===== config.mk =====
export PLATFORM = sky130hd
export DESIGN_NAME = stream_mux_rr
export DESIGN_NICKNAME = d
export VERILOG_FILES = /design/src/rtl/stream_mux_rr.sv
export SDC_FILE = /design/constraint.sdc
export NUM_CORES = 1
export LEC_CHECK = 0
export ABC_CLOCK_PERIOD_IN_PS = 1400
export BUFFER_PORTS_ARGS = -buffer_cell sky130_fd_sc_hd__buf_2
export CAP_MARGIN = 20
export CORE_MARGIN = 1.5
export CORE_UTILIZATION = 37
export CTS_CLUSTER_DIAMETER = 100
export CTS_CLUSTER_SIZE = 28
export DETAILED_ROUTE_END_ITERATION = 10
export GPL_TIMING_DRIVEN = 0
export PLACE_DENSITY = 0.76
export SKIP_LAST_GASP = 1
export SYNTH_ARGS = -nofsm -noshare
export SYNTH_HDL_FRONTEND = slang
export SYNTH_SLANG_ARGS = --single-unit
export TNS_END_PERCENT = 100

===== constraint.sdc =====
create_clock -name clk -period 1.4 [get_ports clk]
set_input_delay 0.07 -clock clk [delete_from_list [all_inputs] [get_ports clk]]
set_output_delay 0.07 -clock clk [all_outputs]
set_load 0.02 [all_outputs]

===== src/rtl/stream_mux_rr.sv =====
// N-input valid/ready stream multiplexer with round-robin or fixed-priority arbitration
// and a single registered output stage; each message is tagged with its source index.
module stream_mux_rr #(
  parameter int unsigned nbits   = 8,
  parameter int unsigned ninputs = 4,
  parameter bit          rr_mode = 1'b1,
  localparam int unsigned sbits  = (ninputs > 1) ? $clog2(ninputs) : 1
) (
  input  logic                       clk,
  input  logic                       rst,
  input  logic [ninputs-1:0]         in_val,
  output logic [ninputs-1:0]         in_rdy,
  input  logic [ninputs*nbits-1:0]   in_msg,
  output logic                       out_val,
  input  logic                       out_rdy,
  output logic [nbits-1:0]           out_msg,
  output logic [sbits-1:0]           out_sel
);

  logic             full_q, full_d;
  logic [nbits-1:0] msg_q, msg_d;
  logic [sbits-1:0] sel_q, sel_d;
  logic [sbits-1:0] ptr_q, ptr_d;

  logic             grant_found;
  logic [sbits-1:0] grant_idx;
  logic [sbits:0]   scan_idx;
  logic             acc_en;
  logic             accept;
  logic [nbits-1:0] lanes [ninputs];

  for (genvar i = 0; i < ninputs; i++) begin : g_lanes
    assign lanes[i] = in_msg[i*nbits +: nbits];
  end

  // Round-robin scans ptr, ptr+1, ... modulo ninputs; the extra bit of scan_idx
  // lets the wrap be done by a single compare-and-subtract.
  always_comb begin
    grant_found = 1'b0;
    grant_idx   = '0;
    scan_idx    = '0;
    if (rr_mode) begin
      for (int off = 0; off < ninputs; off++) begin
        scan_idx = {1'b0, ptr_q} + (sbits+1)'(off);
        if (scan_idx >= (sbits+1)'(ninputs)) begin
          scan_idx = scan_idx - (sbits+1)'(ninputs);
        end
        if (!grant_found && in_val[scan_idx[sbits-1:0]]) begin
          grant_found = 1'b1;
          grant_idx   = scan_idx[sbits-1:0];
        end
      end
    end else begin
      for (int i = ninputs - 1; i >= 0; i--) begin
        if (in_val[i]) begin
          grant_found = 1'b1;
          grant_idx   = sbits'(i);
        end
      end
    end
  end

  assign acc_en = !full_q || out_rdy;
  assign accept = grant_found && acc_en && !rst;

  always_comb begin
    in_rdy = '0;
    if (accept) begin
      in_rdy[grant_idx] = 1'b1;
    end
  end

  always_comb begin
    full_d = full_q;
    msg_d  = msg_q;
    sel_d  = sel_q;
    ptr_d  = ptr_q;
    if (accept) begin
      full_d = 1'b1;
      msg_d  = lanes[grant_idx];
      sel_d  = grant_idx;
      if (rr_mode) begin
        ptr_d = (grant_idx == sbits'(ninputs - 1)) ? '0 : grant_idx + 1'b1;
      end
    end else if (out_rdy) begin
      full_d = 1'b0;
    end
  end

  always_ff @(posedge clk) begin
    if (rst) begin
      full_q <= 1'b0;
      msg_q  <= '0;
      sel_q  <= '0;
      ptr_q  <= '0;
    end else begin
      full_q <= full_d;
      msg_q  <= msg_d;
      sel_q  <= sel_d;
      ptr_q  <= ptr_d;
    end
  end

  assign out_val = full_q;
  assign out_msg = msg_q;
  assign out_sel = sel_q;

endmodule


# After elaboration in Yosys (flattened, before gate mapping)
# Cells that the tools add are included.
dict set report word_totals {
  regBits 13
  elab_cells 67
  inputBits 39
}
dict set report classes {
  eq_ne 1
  mux 29
  bitwise 1
  n_reduce_logical 13
  n_lt_le_gt_ge 11
  add_sub_neg 8
}
# cell count
set ops {}
lappend ops {{2-to-1 mux 2 bit} 9}
lappend ops {{binary-select mux 8 bit (select 2 bit)} 1}
lappend ops {{2-to-1 mux 8 bit} 2}
lappend ops {{< comparator 2 x 3 -> 1 bit (second input constant)} 5}
lappend ops {{greater-or-equal comparator 3 bit (second input constant)} 4}
lappend ops {{2-to-1 mux 1 bit} 11}
lappend ops {{binary-select mux 1 bit (select 2 bit)} 4}
lappend ops {{subtractor 2 x 1 -> 2 bit (second input constant)} 4}
lappend ops {{adder 2 x 2 -> 3 bit (second input constant)} 2}
lappend ops {{logical AND 1 bit} 6}
lappend ops {{zero test 1 bit} 5}
lappend ops {{2-to-1 mux 4 bit} 1}
lappend ops {{adder 2 x 1 -> 3 bit (second input constant)} 1}
lappend ops {{greater-or-equal comparator 2 x 3 -> 1 bit (second input constant)} 1}
lappend ops {{inverter 2 -> 3 bit} 1}
lappend ops {{adder 2 x 1 -> 2 bit (second input constant)} 1}
lappend ops {{demux 1 bit (select 2 bit)} 1}
lappend ops {{equality test 2 bit (second input constant)} 1}
lappend ops {{greater-or-equal comparator 2 x 1 -> 1 bit (second input constant)} 1}
lappend ops {{nonzero test 2 bit} 1}
lappend ops {{logical OR 1 bit} 1}

# Longest topological paths before layout
# Gate-level depths: netlist of run 1.
dict set report depth {
  word_depth 19
  ltp_mapped 8
  ltp_nobuf 6
}

# Worst setup path before layout of run 1
# No wires, ideal clock.
dict set report synth_timing {
  path_kind {reg-to-reg}
  start {register ptr_q[1]}
  end {register ptr_q[1]}
  setup_slack_ns -0.116
  t_required_ns 1.287
  t_arrival_ns 1.403
  stages_incl_launch_ff 9
  cell_sequence {dfxtp_1 -> a21oi_1 -> o21ai_0 -> o2bb2a_1 -> buf_6 -> buf_6 -> ha_1 -> nand2_1 -> nand2_1}
}
dict set report synth_between {
  elab_chain_len 16
  word_cells_on_any_way 42
  cone_classes {8 x add/sub; 4 x order compare; 1 x eq/ne; 21 x mux; 8 x reduce/logical}
}
# element line_no
set synth_lines {}
lappend synth_lines {{from (decl)} 23} ;# logic [sbits-1:0] ptr_q, ptr_d;
lappend synth_lines {{from (signal assigned)} 100} ;# ptr_q <= ptr_d;
lappend synth_lines {{parallel branches: the longest is 16 deep, another holds adder 2 x 1 -> 3 bit} n/a}
# Several ways; the timed one is not identified. The select of a mux whose other input is x is not followed.
# A chain may end at the register's enable or synchronous reset.

# Final worst setup path of run 1
dict set report layout_timing {
  start {register ptr_q[1]}
  end {output port in_rdy[3]}
}
dict set report layout_between {
  elab_chain_len 19
  word_cells_on_any_way 45
  cone_classes {7 x add/sub; 6 x order compare; 23 x mux; 9 x reduce/logical}
}
# element line_no
set layout_lines {}
lappend layout_lines {{parallel branches: the longest is 18 deep, another holds adder 2 x 1 -> 3 bit} n/a}
lappend layout_lines {{2-to-1 mux 4 bit *} 68} ;# if (accept) begin
lappend layout_lines {{to (decl)} 12} ;# output logic [ninputs-1:0] in_rdy,
# Every way passes the cells marked *. The select of a mux whose other input is x is not followed.

==> out/qor.yml, run 1 <==
p_leak_nw: 0.690
crit_arrival_ns: 1.69
dieArea_um2: 2540
clk_latency_ns: 0.28
critPathMaxStageDelay_ns: 0.38
syn-num-nets: 130
p_comb_share_pct: 53.3
clkSlewWorstSetupHoldPaths_ns: 0.08
maxCapViolCount: 0
initial_core_util_pct: 40.7
post-route-drc-count: 0
synth_area_leaders: "dfxtp_1 31%, mux2i_1 20%, nand3b_1 8.1%"
drive_gt1_share_pct: 58.8
fin_crit_sh_pct: 126
place_area_um2: 1180
netlist_instances: 90
rsz0062_at_grt: "true"
final_cell_mix: "50 x buf_2, 16 x mux2i_1, 10 x dfxtp_1, 10 x buf_4"
critPathSlowestCell: "or3b_4"
drv_slew: 0
syn_to_final_growth_pct: 66.5
clockBufferDepth: 2
hold_class: "input port to flop"
finalInstanceArea_um2: 1390
gp_congestion: 0.706
path_cells: "or3b_4 -> o221ai_4 -> buf_12 -> inv_6 -> ha_4 -> and2_4 -> buf_6"
seqPwrFrac_pct: 31.6
grt_use_total_pct: 19.7
slew_headroom_pct: 66.1
path_max_fanout: 4
wl_per_cell_um: 13.1
seqCellArea_um2: 269
cp-end-kind: "output pin"
grt.overflow.total: 0
switching_share_pct: 36.0
ys_seq_area_share_pct: 31.3
fin_skew_ns: 0.00276
grt_max_degree: 11
min_period_ns: 1.76
synth_top_area_cell: "dfxtp_1"
clockRootBuffer: "clkbuf_4"
switching_power_mw: 0.555
power_density_nw_per_um2: 1120
coreArea_um2: 2040
vias_per_cell: 5.00
max_freq_mhz: 569
ys_seq_elements: 13
setup_tns_ns: -3.37
layout.core_utilization_pct: 67.8
grt_pass1_wl_um: 3770
finalHoldViolCount: 0
startpoint_type: "flop"
clkSinkCount: 13
finalWirelength_um: 2440
ys_warn_count: 0
detail-route-antenna-nets: 0
fin_nets: 201
synth_area_um2: 832
cts_inserted_buffers: 3
finalSetupViolCount: 13
die_w_um: 50.4
dpl.hpwl_um: 1680
failed_checks: "setup timing"
finalWorstSetupSlack_ns: -0.357
diodes: 0
htree_num_levels: 1
io_pins: 54
worstPathRequired_ns: 1.33
path_class: "flop to output pin"
grt_pass1_vias: 885
p_int_mw: 0.989
ys_types: 26
synth_top_cell_area_share_pct: 31.3
antenna_found_initial: 0
portBuffers: 53
multi_input_area_um2: 574
hold_buffers: 0
max-vdd-ir-drop_uv: 775
worstMarginPinSlew_ns: 0.504
cts_tree: "done"
clock_power_share_pct: 15.1
std_cell_rows: 16
fillCellCount: 192
layout_commonest_cell: "buf_2"
status: "finished with violations"
drt_iter0_drc: 12
avgSynthCellArea_um2: 9.24
drt_first_pass_iters: 4
via_count: 935
die_y_um: 50.4
## path summary, 6_finish.rpt
check,depth (start not counted),slack (ns),from,endpoint
hold / removal,3,0.06,in_msg[31],out_msg[7]$_SDFFE_PP0P_
hold reg to reg,2,0.44,out_sel[0]$_SDFFE_PP0P_,out_sel[0]$_SDFFE_PP0P_
setup reg to reg,9,-0.28,ptr_q[1]$_SDFFE_PP0P_,out_msg[5]$_SDFFE_PP0P_
setup / recovery,7,-0.36,ptr_q[1]$_SDFFE_PP0P_,in_rdy[3]
## cells in the mapped netlist (all sizes together)
cell type / number
o221ai: 5
o2bb2a: 1
nand3b: 9
mux2i: 17
nor3: 1
and3: 1
o31a: 3
nor4: 1
and2: 1
dfxtp: 13
a21oi: 3
a21boi: 1
buf: 5
clkbuf: 1
o211ai: 1
inv: 3
o21ai: 4
nor2: 4
ha: 1
nor2b: 2
nand2: 10
or3: 2
or3b: 1
## cells by family after synthesis
family | count (synthesis) | share of synthesized area (%)
simple gates | 32 | 21.5
compound gates | 18 | 16.4
mux | 17 | 20.5
flops | 13 | 31.3
buf+inv | 9 | 8.87
fa+ha+maj | 1 | 1.50
## repair_timing
item / in CTS / in global routing
endpoints found under the setup margin: 15 / 14
resized for setup: 21 / 9
pin swaps: 3 / 8
buffers inserted: 12 / 3
## worst max-delay path: cells and delay by family, from the launching register on
family          cells  cell delay, ns
flops               1            0.36
simple gates        2            0.51
fa+ha+maj           1            0.13
compound gates      1            0.09
buf+inv             3            0.31
## cell type report
type / instances / share of cell area (%)
Tap cell: 27 / 2.44
Inverter: 3 / 1.17
Clock buffer: 4 / 1.90
Timing Repair Buffer: 67 / 29.6
Multi-Input combinational cell: 68 / 41.5
Sequential cell: 13 / 19.4
Buffer: 5 / 3.97
## power by group through the flow
stage | clock [mW] | sequential (mW) | combinational (mW)
global route | 0.255 | 0.496 | 0.885
finish | 0.233 | 0.488 | 0.823
global placement | 0 | 0.493 | 0.598
floorplan | 0 | 0.565 | 0.354
detailed placement | 0 | 0.496 | 0.609
CTS | 0.240 | 0.487 | 0.777
## registers in the layout, summed over array words and instances, names as in the netlist
register  count
out_val       1
out_sel       2
ptr_q         2
out_msg       8
## per-layer routing
layer | track usage (%) | vias up | wire [um]
li1 | - | 474 | -
met1 | 24.8 | 423 | 1090
met2 | 33.6 | 33 | 1190
met3 | 2.68 | 5 | 125
met4 | 8.11 | 0 | 38
met5 | 0 | - | 0
## stage by stage
step	setup WS (ns)	instances	power, mW	hold WS, ns
floorplan	-0.0181	90	0.919	0.252
global placement	-0.173	170	1.09	0.349
detailed placement	-0.191	170	1.11	0.362
CTS	-0.391	185	1.50	0.0535
global route	-0.393	187	1.64	0.0781
finish	-0.357	187	1.54	0.0587
No activity file was read; power rests on OpenSTA's default activity.
==> run 2, diff against run 1 <==
--- a/config.mk
+++ b/config.mk
@@ -14,7 +14,8 @@
 export CTS_CLUSTER_SIZE = 28
 export DETAILED_ROUTE_END_ITERATION = 10
 export GPL_TIMING_DRIVEN = 0
-export PLACE_DENSITY = 0.76
+export PLACE_DENSITY = 0.74
+export RECOVER_POWER = 100
 export SKIP_LAST_GASP = 1
 export SYNTH_ARGS = -nofsm -noshare
 export SYNTH_HDL_FRONTEND = slang
==> out/qor.yml, run 2 (synthesis results as in run 1) <==
syn_to_final_growth_pct: 61.5
hold_class: "input port to flop"
clkSlewWorstSetupHoldPaths_ns: 0.08
vias_per_cell: 5.10
drive_gt1_share_pct: 57.4
worstPathRequired_ns: 1.33
rsz0062_at_grt: "true"
critPathMaxStageDelay_ns: 0.37
layout.core_utilization_pct: 65.8
place_area_um2: 1180
dpl.hpwl_um: 1710
cp-end-kind: "output pin"
finalWorstSetupSlack_ns: -0.364
final_cell_mix: "50 x buf_2, 15 x mux2i_1, 10 x dfxtp_1, 9 x nand3b_1, 9 x buf_4"
drt_iter0_drc: 21
worstMarginPinSlew_ns: 0.461
largest_reg_flops: 8
detail-route-antenna-nets: 0
clkSinkCount: 13
dieArea_um2: 2540
crit_arrival_ns: 1.69
path_class: "flop to output pin"
cp_num_buf_inv: 3
fillCellCount: 184
cts_inserted_buffers: 3
finalHoldViolCount: 0
max-vdd-ir-drop_uv: 658
hold_depth: 3
gp_congestion: 0.690
fin_crit_sh_pct: 126
diodes: 0
clk_latency_ns: 0.27
coreArea_um2: 2040
worstSetupStartpoint: "ptr_q[1]$_SDFFE_PP0P_"
die_y_um: 50.4
drv_slew: 0
crit_family: "simple AND/OR/NAND/NOR gates"
critPathSlowestCell: "dfxtp_4"
fin_nets: 196
finalSetupViolCount: 13
max_freq_mhz: 567
antenna_found_initial: 0
path_max_fanout: 6
min_period_ns: 1.76
fin_skew_ns: 0.00372
power_density_nw_per_um2: 1110
place_ws_ns: -0.190
maxCapViolCount: 0
portBuffers: 53
clockRootBuffer: "clkbuf_4"
post-route-drc-count: 0
grt_pass1_wl_um: 3560
layout_commonest_cell: "buf_2"
r2r_setup_slack_ns: -0.32
grt_max_degree: 11
initial_core_util_pct: 40.7
htree_num_levels: 1
grt.overflow.total: 0
r2r-end: "out_msg[7]$_SDFFE_PP0P_"
r2r_start: "ptr_q[1]$_SDFFE_PP0P_"
slew_headroom_pct: 69.0
status: "finished with violations"
drt_first_pass_iters: 4
clockBufferDepth: 2
holdCritStartpoint: "in_msg[26]"
finalInstanceArea_um2: 1340
rr_worst_depth: 8
startpoint_type: "flop"
p_leak_nw: 0.657
failed_checks: "setup timing"
io_pins: 54
grt_pass1_vias: 869
grt_use_total_pct: 18.2
std_cell_rows: 16
die_w_um: 50.4
via_count: 929
path_cells: "or3b_1 -> o221ai_2 -> buf_12 -> inv_6 -> ha_4 -> and2_4 -> buf_6"
cts_tree: "done"
finalWirelength_um: 2410
worstHoldEndpoint: "out_msg[2]$_SDFFE_PP0P_"
wl_per_cell_um: 13.3
## run 2: how the worst max path moves through the flow
stage / to / depth (start not counted)
finish: in_rdy[3] / 7
global route: in_rdy[3] / 7
CTS: in_rdy[3] / 7
detailed placement: in_rdy[3] / 8
global placement: in_rdy[3] / 8
floorplan: out_msg[2]$_SDFFE_PP0P_ / 6
## run 2: where the power goes
| part | switching [mW] | internal (mW) |
|---|---|---|
| clock | 0.126 | 0.110 |
| sequential | 0.0489 | 0.446 |
| combinational | 0.365 | 0.393 |
## run 2: layer usage
layer / up-vias / share of wire (%) / global-route usage (%)
met5: - / 0 / 0
met4: 0 / 1.0 / 5.41
met3: 4 / 5.2 / 2.38
met2: 37 / 51 / 33.8
met1: 425 / 42 / 21.5
li1: 463 / - / -
## run 2: final cells by class
class | count | area [um2] | area share, %
Sequential cell | 13 | 269 | 20.0
Timing Repair Buffer | 62 | 362 | 26.9
Buffer | 5 | 60.1 | 4.47
Inverter | 3 | 16.3 | 1.21
Clock buffer | 4 | 26.3 | 1.96
Multi-Input combinational cell | 68 | 577 | 42.9
Tap cell | 27 | 33.8 | 2.51
## run 2: what timing repair did
item                       CTS  global route
resized for setup           18            11
setup endpoints to repair   15            15
hold buffers                 0             0
setup buffers                6             4
pin swaps                    5             7
cloned                       0             0
## run 2: stage by stage
stage / instances / total power [mW] / hold WS (ns) / TNS, ns
5_1_grt: 182 / 1.57 / 0.0909 / -3.35
6_report: 182 / 1.49 / 0.0744 / -2.47
3_3_place_gp: 170 / 1.09 / 0.350 / -1.37
4_1_cts: 179 / 1.44 / 0.0599 / -2.78
2_1_floorplan: 90 / 0.919 / 0.252 / -0.0848
3_5_place_dp: 170 / 1.11 / 0.362 / -1.73
## run 2: worst reg2reg max path: stages (launching register included)
cell and delay [ns]:
dfxtp_4 0.37, or3b_1 0.37, o221ai_2 0.11, buf_12 0.16, buf_4 0.11, buf_8 0.10, mux2i_2 0.22, o31a_1 0.13
o21ai_1 0.05
